## config.mk

```make
export PLATFORM = sky130hd
export DESIGN_NAME = fetch_unit
export DESIGN_NICKNAME = d
export VERILOG_FILES = /design/src/rtl/fetch_unit.sv
export SDC_FILE = /design/constraint.sdc
export NUM_CORES = 1
export LEC_CHECK = 0
export ABC_AREA = 1
export CAP_MARGIN = 25
export CORE_MARGIN = 5
export CORE_UTILIZATION = 47
export DETAILED_ROUTE_END_ITERATION = 16
export PLACE_DENSITY_LB_ADDON = 0.12
export SETUP_SLACK_MARGIN = 0.5
export SLEW_MARGIN = 15
export SYNTH_ARGS = -nofsm -noshare
export SYNTH_HDL_FRONTEND = slang
export SYNTH_SLANG_ARGS = --single-unit
```

## constraint.sdc

```tcl
create_clock -name clk -period 2.1 [get_ports clk]
set_input_delay 0.63 -clock clk [delete_from_list [all_inputs] [get_ports clk]]
set_output_delay 0.63 -clock clk [all_outputs]
set_load 0.03 [all_outputs]
```

## src/rtl/fetch_unit.sv

```systemverilog
// Instruction fetch unit: assembles a 32-bit little-endian word from four byte
// reads, holds it until the consumer accepts it, and supports PC redirects.
module fetch_unit #(
    parameter logic [7:0] RESET_PC = 8'h00
) (
    input  logic        clk,
    input  logic        reset_n,
    input  logic        redirect,
    input  logic [7:0]  redirect_pc,
    output logic        mem_req,
    output logic [7:0]  mem_addr,
    input  logic        mem_ack,
    input  logic [7:0]  mem_rdata,
    output logic [31:0] instr,
    output logic        instr_valid,
    input  logic        instr_ready,
    output logic [7:0]  pc
);

    typedef enum logic [1:0] {
        ST_WAIT  = 2'd0,
        ST_FETCH = 2'd1,
        ST_HOLD  = 2'd2
    } state_t;

    state_t      state_reg, state_next;
    logic [1:0]  cnt_reg, cnt_next;
    logic [7:0]  pc_reg, pc_next;
    logic        valid_reg, valid_next;
    logic [31:0] instr_reg;
    logic [3:0]  byte_we;

    always_ff @(posedge clk or negedge reset_n) begin
        if (!reset_n) begin
            state_reg <= ST_WAIT;
            cnt_reg   <= 2'd0;
            pc_reg    <= RESET_PC;
            valid_reg <= 1'b0;
        end else begin
            state_reg <= state_next;
            cnt_reg   <= cnt_next;
            pc_reg    <= pc_next;
            valid_reg <= valid_next;
        end
    end

    // Redirect outranks both a returning byte and a consumer handshake.
    always_comb begin
        state_next = state_reg;
        cnt_next   = cnt_reg;
        pc_next    = pc_reg;
        valid_next = valid_reg;
        byte_we    = 4'b0000;
        mem_req    = 1'b0;
        case (state_reg)
            ST_WAIT: begin
                state_next = ST_FETCH;
                cnt_next   = 2'd0;
            end
            ST_FETCH: begin
                mem_req = 1'b1;
                if (redirect) begin
                    pc_next    = redirect_pc;
                    cnt_next   = 2'd0;
                    valid_next = 1'b0;
                end else if (mem_ack) begin
                    byte_we[cnt_reg] = 1'b1;
                    cnt_next         = cnt_reg + 2'd1;
                    if (cnt_reg == 2'd3) begin
                        pc_next    = pc_reg + 8'd4;
                        valid_next = 1'b1;
                        state_next = ST_HOLD;
                    end
                end
            end
            ST_HOLD: begin
                if (redirect) begin
                    pc_next    = redirect_pc;
                    cnt_next   = 2'd0;
                    valid_next = 1'b0;
                    state_next = ST_FETCH;
                end else if (instr_ready) begin
                    valid_next = 1'b0;
                    state_next = ST_FETCH;
                end
            end
            default: begin
                state_next = ST_WAIT;
                cnt_next   = 2'd0;
                valid_next = 1'b0;
            end
        endcase
    end

    // One register per byte lane; lanes not yet written keep their old bytes.
    generate
        for (genvar gi = 0; gi < 4; gi++) begin : g_lane
            always_ff @(posedge clk or negedge reset_n) begin
                if (!reset_n) begin
                    instr_reg[8*gi +: 8] <= 8'h00;
                end else if (byte_we[gi]) begin
                    instr_reg[8*gi +: 8] <= mem_rdata;
                end
            end
        end
    endgenerate

    assign mem_addr    = pc_reg + {6'b000000, cnt_reg};
    assign instr       = instr_reg;
    assign instr_valid = valid_reg;
    assign pc          = pc_reg;

endmodule
```

==> impl_metrics.toml <==
[worst_hold_path]
min_path_type = "in2async"

[critical_path]
crit_chain = "ha_4, inv_2, fa_2, buf_6, nor2_4, xor2_4, buf_6"
critPathLaunch = "cnt_reg[0]"
cp_slowest_stage_delay_ns = 0.40
worstPathMaxFanout = 2
crit_buf_inv = 3
regToRegSetupSlack_ns = 0.55
r2r_start = "state_reg[1]"
cpLargestDelayFamily = "adder cells"
cp.arrival_ns = 1.80
startpoint_type = "flop"
critPathCapture = "mem_addr[6]"
r2r_cells = 9
cp_common_cell = "buf_6"
worstSetupEndpointType = "output port"
worst-setup-path-type = "reg2out"
cp_slowest_cell = "dfrtp_1"
worst-path-stages = 7
r2r_end = "pc[4]"
worstPathRequired_ns = 1.47

[pwr]
internal-power_uw = 2800
powerDensity_nw_per_um2 = 1450
swShare_pct = 46.0
p_clk_share_pct = 13.2
p_sw_uw = 2390
total_power_uw = 5180
combPwrFrac_pct = 60.5
ir_drop_mv = 0.697
leakage_uw = 0.00181
seq_power_share_pct = 26.4

[final_layout]
n_antenna_cell = 0
post-route-util_pct = 74.9
nets = 398
drive_gt1_share_pct = 42.9
num-fill-cells = 350
multi_input_area_um2 = 1320
final_cell_mix = "nand2_1, dfrtp_1, buf_2"
area.growth.synth_to_final_pct = 52.8
ff_latch_area_um2 = 1130
largest_register_ffs = 32
final_common_cell = "nand2_1"

[floorplanning]
io_pins = 71
start_util_pct = 49.0
num_rows = 25
die_y_um = 80.7
core_area_um2 = 4790
die_x_um = 80.7
die_area_um2 = 6500

[yosys]
synth_seq_cells = 45
yosysWarnings = 0
synth_fp_nets = 295
ys_types = 29
synth.cell_area_um2 = 2350
syn_avg_cell_area_um2 = 9.02
synthesis.instances = 260
yosysSeqAreaShare_pct = 48.0

[sta]
layout_setup_ws_ns = -0.333
min_period_ns = 2.43
worst_pin_slew_ns = 0.563
skew_ns = 0.0162
max_freq_ghz = 0.411
slew_viol_final = 0
rsz0062_at_grt = "true"
finalCritPeriodShare_pct = 116
setup_violations = 7
hold_viol_final = 0
relSlewSlack_pct = 62.5

[grt]
grt_pass1_wl_um = 9730
grt_pass1_vias = 2035
grt_usage_pct = 19.6
grt_max_degree = 46
antenna_found_initial = 0
gr-total-overflow = 0

[route]
vias = 2057
wl_per_cell_um = 13.8
routed_wl_um = 5950
drtAntennaViolNets = 0
drt-pass1-iter-count = 4
avgViaCountPerCell = 4.77
drtIter0Drc = 85
remaining_drc_errors = 0

[clock_tree]
cts_tree = "done"
cts_root_buffer = "clkbuf_8"
holdBufCountCts = 0
clockBufferDepth = 2
cts_max_level = 2
cts_sinks = 45
cts_buffers = 5
clkLatencyLatePin_ns = 0.30
clk_pin_slew_ns = 0.09

[run_status]
violations = "setup timing"
status = "finished with violations"

[placed_design]
dp_hpwl_um = 4340
io_buffers = 70
routabilityCongestion = 0.829

[run]
maxCapViolations = 0
==> power groups by stage <==
stage	clock (uW)	combinational [uW]	sequential (uW)
2_1_floorplan	0	1240	1940
3_3_place_gp	0	2830	1370
3_5_place_dp	0	2890	1380
4_1_cts	692	2980	1370
5_1_grt	732	3400	1410
6_report	681	3130	1370
==> cell usage after synthesis <==
cell type / n / share of area, %
a21boi_2: 1 / 0.48
a21o_1: 1 / 0.32
a21oi_1: 1 / 0.21
buf_6: 4 / 1.9
dfrtp_1: 45 / 48
fa_1: 1 / 0.85
ha_1: 13 / 6.9
inv_1: 28 / 4.5
inv_2: 5 / 0.80
mux2_2: 1 / 0.48
nand2_1: 78 / 12
nand2_2: 2 / 0.53
nand3_1: 13 / 2.8
nand3_2: 2 / 0.85
nand3_4: 2 / 1.5
nand3b_1: 2 / 0.64
nand4_1: 1 / 0.27
nor2_1: 6 / 0.96
nor2_2: 1 / 0.27
nor2_4: 2 / 0.96
nor2_8: 1 / 0.85
nor3_1: 1 / 0.21
o21ai_0: 9 / 1.9
o21ai_1: 21 / 4.5
o21ai_2: 11 / 4.1
o21bai_1: 1 / 0.32
or2_2: 2 / 0.53
xnor2_1: 1 / 0.37
xor2_1: 4 / 1.5
==> routing by layer <==
metal | vias to the layer above | wire, um | GRT usage (%)
li1 | 1038 | - | -
met1 | 958 | 2390 | 23.2
met2 | 51 | 3080 | 34.4
met3 | 10 | 386 | 5.72
met4 | 0 | 93 | 5.57
met5 | - | 0 | 0
==> timing repair <==
action / CTS / global route
resized for setup: 250 / 31
buffers inserted: 9 / 4
gates cloned: 1 / 0
pin swaps: 6 / 10
setup endpoints to repair: 93 / 43
==> worst register-to-register path, stage by stage, from the launching register on <==
cell,delay [ns]
dfrtp_1,0.41
buf_6,0.12
buf_6,0.12
ha_4,0.16
nor2_4,0.24
inv_4,0.11
nand2_1,0.09
nand2_1,0.06
nand2_1,0.06
o21ai_0,0.07
==> area by class of cell <==
class	count	area share (%)
repair buffers	99	22.3
inverters	33	3.66
multi-input cells	179	36.8
clock buffers	6	2.30
flip-flops and latches	45	31.6
clock inverters	2	1.05
well taps	67	2.34
==> worst min-delay path by stage <==
stage | startpoint | slack [ns] | depth (start not counted) | end
finish | reset_n | 0.40 | 2 | instr[23]
detailed placement | instr[25] | 0.47 | 2 | instr[25]
global placement | instr[25] | 0.46 | 2 | instr[25]
floorplan | reset_n | 0.33 | 0 | cnt_reg[0]
CTS | reset_n | 0.41 | 2 | instr[23]
global route | reset_n | 0.46 | 2 | instr[23]
==> logic make-up (layout without fill, tap and decap cells) <==
group,Yosys count,after routing,share of synthesized area (%)
AND/OR/NAND/NOR,113,114,22.8
adder cells (fa/ha/maj),14,14,7.79
buffers and inverters,37,140,7.20
AO/OA/AOI/OAI,45,45,11.8
multiplexers,1,1,0.480
flip-flops,45,45,48.0
XOR/XNOR,5,5,1.87
==> through the flow <==
stage	TNS (ns)	setup WS (ns)	std cells	hold slack [ns]	area [um2]
after floorplan	0	0.0173	260	0.334	2490
after global placement	-0.371	-0.295	409	0.464	3340
after detailed placement	-0.655	-0.330	409	0.468	3340
after CTS	-1.64	-0.365	427	0.413	3490
after global routing	-1.88	-0.393	431	0.461	3580
final	-1.46	-0.333	431	0.399	3580
Power figures use the tool's default switching activity.
